[config.mk]
export PLATFORM = sky130hd
export DESIGN_NAME = hilo_ctrl_flat
export DESIGN_NICKNAME = d
export VERILOG_FILES = /design/src/rtl/hilo_pkg.sv /design/src/rtl/hilo_if.sv /design/src/rtl/hilo_neg64.sv /design/src/rtl/hilo_ctrl.sv /design/src/flat_wrapper.sv
export SDC_FILE = /design/constraint.sdc
export NUM_CORES = 1
export LEC_CHECK = 0
export CAP_MARGIN = 25
export CORE_UTILIZATION = 45
export CTS_CLUSTER_SIZE = 28
export DETAILED_ROUTE_END_ITERATION = 10
export PLACE_DENSITY_LB_ADDON = 0.3
export SETUP_SLACK_MARGIN = 0.15
export SYNTH_ARGS = -nofsm -noshare
export SYNTH_HDL_FRONTEND = slang
export SYNTH_SLANG_ARGS = --single-unit
[constraint.sdc]
create_clock -name clk -period 2.4 [get_ports clk]
set_clock_uncertainty 0.05 [all_clocks]
set_input_delay 0.48 -clock clk [delete_from_list [all_inputs] [get_ports clk]]
set_output_delay 0.48 -clock clk [all_outputs]
set_load 0.005 [all_outputs]
[src/rtl/hilo_pkg.sv]
// Shared types and constants for the HI/LO multiply controller.
package hilo_pkg;

    typedef enum logic [1:0] {
        IDLE   = 2'd0,
        LAUNCH = 2'd1,
        WAIT   = 2'd2,
        FIXUP  = 2'd3
    } hilo_state_t;

    localparam int TIMEOUT_CYC_DEF = 63;

    // |v| for a 32-bit two's-complement value; 0x80000000 maps onto itself,
    // which is the correct magnitude once read as unsigned.
    function automatic logic [31:0] mag32(input logic [31:0] v);
        return v[31] ? (~v + 32'd1) : v;
    endfunction

endpackage

[src/rtl/hilo_if.sv]
// Handshake between the HI/LO controller (master) and the shift-add multiplier (slave).
interface hilo_if;
    logic        mul_en;
    logic [31:0] mul_a;
    logic [31:0] mul_b;
    logic        mul_done;
    logic [31:0] mul_hi;
    logic [31:0] mul_lo;

    modport master (output mul_en, mul_a, mul_b, input mul_done, mul_hi, mul_lo);
    modport slave  (input mul_en, mul_a, mul_b, output mul_done, mul_hi, mul_lo);
endinterface

[src/rtl/hilo_neg64.sv]
// Conditional 64-bit two's-complement negation applied to the raw product.
module hilo_neg64 (
    input  logic        neg,
    input  logic [63:0] din,
    output logic [63:0] dout
);
    assign dout = neg ? (~din + 64'd1) : din;
endmodule

[src/rtl/hilo_ctrl.sv]
// HI/LO register file plus MULT/MULTU sequencer around an external multiplier.
// Optional macro HILO_SIGNED_EN enables signed MULT (magnitude operands, negated product).
module hilo_ctrl
    import hilo_pkg::*;
#(
    parameter int TIMEOUT_CYC = TIMEOUT_CYC_DEF
) (
    input  logic        clk,
    input  logic        rst,
    input  logic        mult_e,
    input  logic        signed_e,
    input  logic [31:0] src_a,
    input  logic [31:0] src_b,
    input  logic        mthi_e,
    input  logic        mtlo_e,
    input  logic        mfhi_e,
    input  logic        mflo_e,
    input  logic        flush_e,
    hilo_if.master      mul,
    output logic        stall,
    output logic [31:0] hilo_rd,
    output logic [31:0] hi_q,
    output logic [31:0] lo_q,
    output logic        busy,
    output logic        err
);

    localparam int CW = (TIMEOUT_CYC < 1) ? 1 : $clog2(TIMEOUT_CYC + 1);
    localparam logic [CW-1:0] CNT_MAX = CW'(TIMEOUT_CYC);

    hilo_state_t state_reg, state_next;
    logic [CW-1:0] cnt_reg;
    logic [31:0]   hi_reg, lo_reg, a_reg, b_reg;
    logic [63:0]   prod_reg, prod_fixed;
    logic          mul_en_reg, err_reg, sign;
    logic [31:0]   op_a, op_b;
    logic          accept;

    assign accept = mult_e && !flush_e;

`ifdef HILO_SIGNED_EN
    logic sign_reg;
    assign op_a = signed_e ? mag32(src_a) : src_a;
    assign op_b = signed_e ? mag32(src_b) : src_b;
    assign sign = sign_reg;
    always_ff @(posedge clk or negedge rst) begin
        if (!rst)
            sign_reg <= 1'b0;
        else if (state_reg == IDLE && accept)
            sign_reg <= signed_e & (src_a[31] ^ src_b[31]);
    end
`else
    logic unused_signed;
    assign unused_signed = signed_e;
    assign op_a = src_a;
    assign op_b = src_b;
    assign sign = 1'b0;
`endif

    hilo_neg64 u_neg (
        .neg  (sign),
        .din  (prod_reg),
        .dout (prod_fixed)
    );

    always_ff @(posedge clk or negedge rst) begin
        if (!rst)
            state_reg <= IDLE;
        else
            state_reg <= state_next;
    end

    always_comb begin
        state_next = state_reg;
        case (state_reg)
            IDLE:    if (accept) state_next = LAUNCH;
            LAUNCH:  state_next = WAIT;
            WAIT: begin
                if (mul.mul_done)
                    state_next = FIXUP;
                else if (cnt_reg == CNT_MAX)
                    state_next = IDLE;
            end
            FIXUP:   state_next = IDLE;
            default: state_next = IDLE;
        endcase
    end

    always_comb begin
        busy    = (state_reg != IDLE);
        stall   = busy & (mult_e | mfhi_e | mflo_e | mthi_e | mtlo_e);
        hilo_rd = 32'd0;
        if (mfhi_e)
            hilo_rd = hi_reg;
        else if (mflo_e)
            hilo_rd = lo_reg;
    end

    always_ff @(posedge clk or negedge rst) begin
        if (!rst) begin
            hi_reg     <= 32'd0;
            lo_reg     <= 32'd0;
            a_reg      <= 32'd0;
            b_reg      <= 32'd0;
            prod_reg   <= 64'd0;
            cnt_reg    <= '0;
            mul_en_reg <= 1'b0;
            err_reg    <= 1'b0;
        end else begin
            // Enable is high for exactly the cycles spent in WAIT.
            mul_en_reg <= (state_next == WAIT);
            case (state_reg)
                IDLE: begin
                    if (accept) begin
                        a_reg <= op_a;
                        b_reg <= op_b;
                    end else if (mthi_e && !flush_e) begin
                        hi_reg <= src_a;
                    end else if (mtlo_e && !flush_e) begin
                        lo_reg <= src_a;
                    end
                end
                LAUNCH: cnt_reg <= '0;
                WAIT: begin
                    if (mul.mul_done)
                        prod_reg <= {mul.mul_hi, mul.mul_lo};
                    else if (cnt_reg == CNT_MAX)
                        err_reg <= 1'b1;
                    else
                        cnt_reg <= cnt_reg + 1'b1;
                end
                FIXUP: {hi_reg, lo_reg} <= prod_fixed;
                default: ;
            endcase
        end
    end

    assign mul.mul_en = mul_en_reg;
    assign mul.mul_a  = a_reg;
    assign mul.mul_b  = b_reg;
    assign hi_q       = hi_reg;
    assign lo_q       = lo_reg;
    assign err        = err_reg;

endmodule

[src/flat_wrapper.sv]
// flat-port wrapper written by rule: the top's interface ports become plain ports
module hilo_ctrl_flat import hilo_pkg::*;
#(
    parameter int TIMEOUT_CYC = TIMEOUT_CYC_DEF
)
  (clk, rst, mult_e, signed_e, src_a, src_b, mthi_e, mtlo_e, mfhi_e, mflo_e, flush_e, stall, hilo_rd, hi_q, lo_q, busy, err, mul_mul_en, mul_mul_a, mul_mul_b, mul_mul_done, mul_mul_hi, mul_mul_lo);
  hilo_if mul_i ();
  input  logic clk;
  input  logic rst;
  input  logic mult_e;
  input  logic signed_e;
  input  logic [31:0] src_a;
  input  logic [31:0] src_b;
  input  logic mthi_e;
  input  logic mtlo_e;
  input  logic mfhi_e;
  input  logic mflo_e;
  input  logic flush_e;
  output logic stall;
  output logic [31:0] hilo_rd;
  output logic [31:0] hi_q;
  output logic [31:0] lo_q;
  output logic busy;
  output logic err;
  output wire logic [$bits(mul_i.mul_en)-1:0] mul_mul_en;
  output wire logic [$bits(mul_i.mul_a)-1:0] mul_mul_a;
  output wire logic [$bits(mul_i.mul_b)-1:0] mul_mul_b;
  input wire logic [$bits(mul_i.mul_done)-1:0] mul_mul_done;
  input wire logic [$bits(mul_i.mul_hi)-1:0] mul_mul_hi;
  input wire logic [$bits(mul_i.mul_lo)-1:0] mul_mul_lo;
  assign mul_mul_en = mul_i.mul_en;
  assign mul_mul_a = mul_i.mul_a;
  assign mul_mul_b = mul_i.mul_b;
  assign mul_i.mul_done = mul_mul_done;
  assign mul_i.mul_hi = mul_mul_hi;
  assign mul_i.mul_lo = mul_mul_lo;
  hilo_ctrl #(.TIMEOUT_CYC(TIMEOUT_CYC)) u_core (.clk(clk), .rst(rst), .mult_e(mult_e), .signed_e(signed_e), .src_a(src_a), .src_b(src_b), .mthi_e(mthi_e), .mtlo_e(mtlo_e), .mfhi_e(mfhi_e), .mflo_e(mflo_e), .flush_e(flush_e), .mul(mul_i), .stall(stall), .hilo_rd(hilo_rd), .hi_q(hi_q), .lo_q(lo_q), .busy(busy), .err(err));
endmodule
==> impl_metrics.yaml <==
pwr:
  worst_ir_drop_vdd_mv: 0.793
  powerDensity_mw_per_mm2: 1280
  p_switching_uw: 5070
  p_leak_uw: 0.00561
  pwr-share-seq: 0.373
  combinationalPowerShare: 0.415
  pwr-share-clk: 0.212
  total_power_uw: 16600
  switching_share: 0.306
  p_int_uw: 11500
synthesis:
  yosys_warnings: 0
  synth_edf_count: 0
  synth.most_common_cell: "dfrtp_1"
  synth_cell_type_count: 36
  async_reset_ff_frac: 1.00
  synth_seq_cells: 202
  synth_cells: 692
  yosysSeqAreaShare: 0.587
  synthesis.nets: 835
  synth_area_mm2: 0.00862
  synth.top_cell.area_share: 0.587
  dominantRegCellSynth: "dfrtp_1"
  synthTopCellsByCount: "dfrtp_1 (202), mux2_2 (128), a21oi_1 (72)"
  avgSynthCellArea_um2: 12.5
  yosysTopAreaCell: "dfrtp_1"
  ys_top_cells_by_area: "dfrtp_1 (59%), mux2_2 (17%), a21oi_1 (4.2%)"
global_route:
  track_usage: 0.242
  grt_overflow_total: 0
  grt_pass1_vias: 6825
  grt_start_max_net_pins: 85
  antenna_found_initial: 0
  grt_pass1_wl_um: 37200
sta:
  slew_violations: 0
  rsz0062_at_grt: "yes"
  timing.slew.headroom: 0.661
  setup_viol: 0
  fin_crit_sh: 0.942
  hold_violations: 0
  final.setup.tns_ps: 0
  fmax_mhz: 443
  fin_crit_ps: 2260
  worst_slew_pin_slew_ps: 509
  setup_ws_ps: 140
routing:
  drc: 0
  vias: 6583
  vias_per_cell: 5.27
  drtIter0Drc: 235
  detail_route.wirelength_um: 23300
  drtAntennaViolNets: 0
  wl_per_cell_um: 18.7
  drtPass1Iterations: 6
finish:
  fillCellCount: 1392
  largest_register_ffs: 64
  syn2layout_area_growth_pct: 49.9
  final_util: 0.688
  drive_above_1_share: 0.230
  nets: 1145
  final_area_mm2: 0.0129
  diodes: 0
clocking:
  cts-buffers-inserted: 21
  cts_tree: "built"
  clk_latency_ps: 480
  clock_sinks: 202
  clk_pin_slew_ps: 70
  cts_max_level: 1
  root_buffer: "clkbuf_16"
  clockBufferDepth: 3
die:
  fp.dieArea_mm2: 0.0197
  ios: 302
  coreArea_mm2: 0.0188
  start_util: 0.459
  fp.dieW_um: 140
  num_rows: 50
  dieHeight_um: 140
critical_path:
  worstPathMaxFanout: 6
  cp-end-kind: "output pin"
  crit_chain: "inv_1, ha_4, inv_2, clkdlybuf4s50_1"
  crit_type: "flop to output pin"
  cp-start-kind: "flop"
  worstPathBufferInverterCount: 3
  slowest_stage: "clkdlybuf4s50_1"
  cp.arrival_ps: 1730
  cp.required_ps: 1870
  crit_family: "buffers and inverters"
  critPathMaxStageDelay_ps: 520
place:
  dpl_cell_area_mm2: 0.0120
  port_buffers: 300
  hpwl_um: 16100
  dp_slack_ps: -232
  gp_congestion: 0.795
run_status:
  status: "finished, final reports clean"
worst_hold_path:
  min_path_type: "flop to flop"
run:
  drv_cap: 0
==> metal layers <==
metal	share of wire	track usage	vias to the layer above
met1	0.40	0.297	3243
met2	0.49	0.416	235
met4	0.019	0.0619	0
met3	0.084	0.0704	34
met5	0	0	-
li1	-	-	3071
==> cell families (layout without fill, tap and decap cells) <==
kind of cell | Yosys count | in the layout | share of synthesized area
AOI/OAI and AO/OA | 178 | 178 | 0.135
xor gates and xnor gates | 1 | 1 | 0.00102
adders and majority gates | 5 | 5 | 0.00726
buffers and inverters | 50 | 373 | 0.0296
DFF | 202 | 202 | 0.587
muxes | 130 | 130 | 0.170
and+or+nand+nor | 126 | 126 | 0.0707
==> worst paths after layout <==
path                                startpoint              endpoint  slack (ps)  cells past startpoint
max                        u_core.state_reg[1]                  busy         140                      4
max reg2reg                u_core.state_reg[1]  u_core.mul.mul_b[13]         500                      6
max in group asynchronous                  rst  u_core.mul.mul_b[12]        1030                      3
min                                 u_core.err            u_core.err         430                      2
min in group asynchronous                  rst       u_core.hi_q[17]         490                      2
min reg2reg                         u_core.err            u_core.err         430                      2
==> cell type report <==
| class | instances | area (µm²) | area share |
|---|---|---|---|
| multi-input combinational | 440 | 3360 | 0.260 |
| clock inverter | 11 | 188 | 0.0145 |
| tap | 234 | 293 | 0.0227 |
| clock buffer | 25 | 561 | 0.0434 |
| sequential | 202 | 5060 | 0.391 |
| inverter | 5 | 18.8 | 0.00145 |
| timing repair buffer | 332 | 3440 | 0.266 |
==> per-stage QoR <==
| step | hold WS [ps] | cells |
|---|---|---|
| 2_1_floorplan | 134 | 692 |
| 3_3_place_gp | 402 | 1203 |
| 3_5_place_dp | 412 | 1203 |
| 4_1_cts | 433 | 1247 |
| 5_1_grt | 461 | 1249 |
| 6_report | 435 | 1249 |
==> cell usage in the layout (no fill, tap or decap), types with 4 or more instances in the layout <==
master / instances
a21oi_1: 72
a21oi_2: 28
a22o_1: 31
buf_12: 11
buf_4: 18
bufinv_16: 5
clkbuf_16: 21
clkdlybuf4s50_1: 274
dfrtp_1: 201
dlygate4sd2_1: 10
dlymetal6s2s_1: 13
mux2_2: 128
nand2_1: 36
nor2_1: 37
nor2b_1: 37
o21ai_0: 25
o21ai_1: 8
o22ai_1: 4
==> power by group through the flow <==
stage               logic [µW]  clock network, µW  registers (µW)
detailed placement        6840                  0            6230
CTS                       6940               3600            6180
finish                    6870               3510            6170
floorplan                 3270                  0            6030
global route              7440               3730            6380
global placement          6680                  0            6160
==> what timing repair did <==
item / in CTS / in global routing
pin swaps: 0 / 1
endpoints found under the hold margin: 53 / 0
buffers inserted: 5 / 2
gates resized for setup: 19 / 14
setup endpoints to repair: 34 / 14
cloned: 2 / 0
hold buffers: 1 / 0
==> worst min-delay path: cells and delay by family, from the launching register on <==
family          cells  cell delay (ps)
compound gates      1               50
buf+inv             1               50
flops               1              350
No activity file was read; power rests on OpenSTA's default activity.
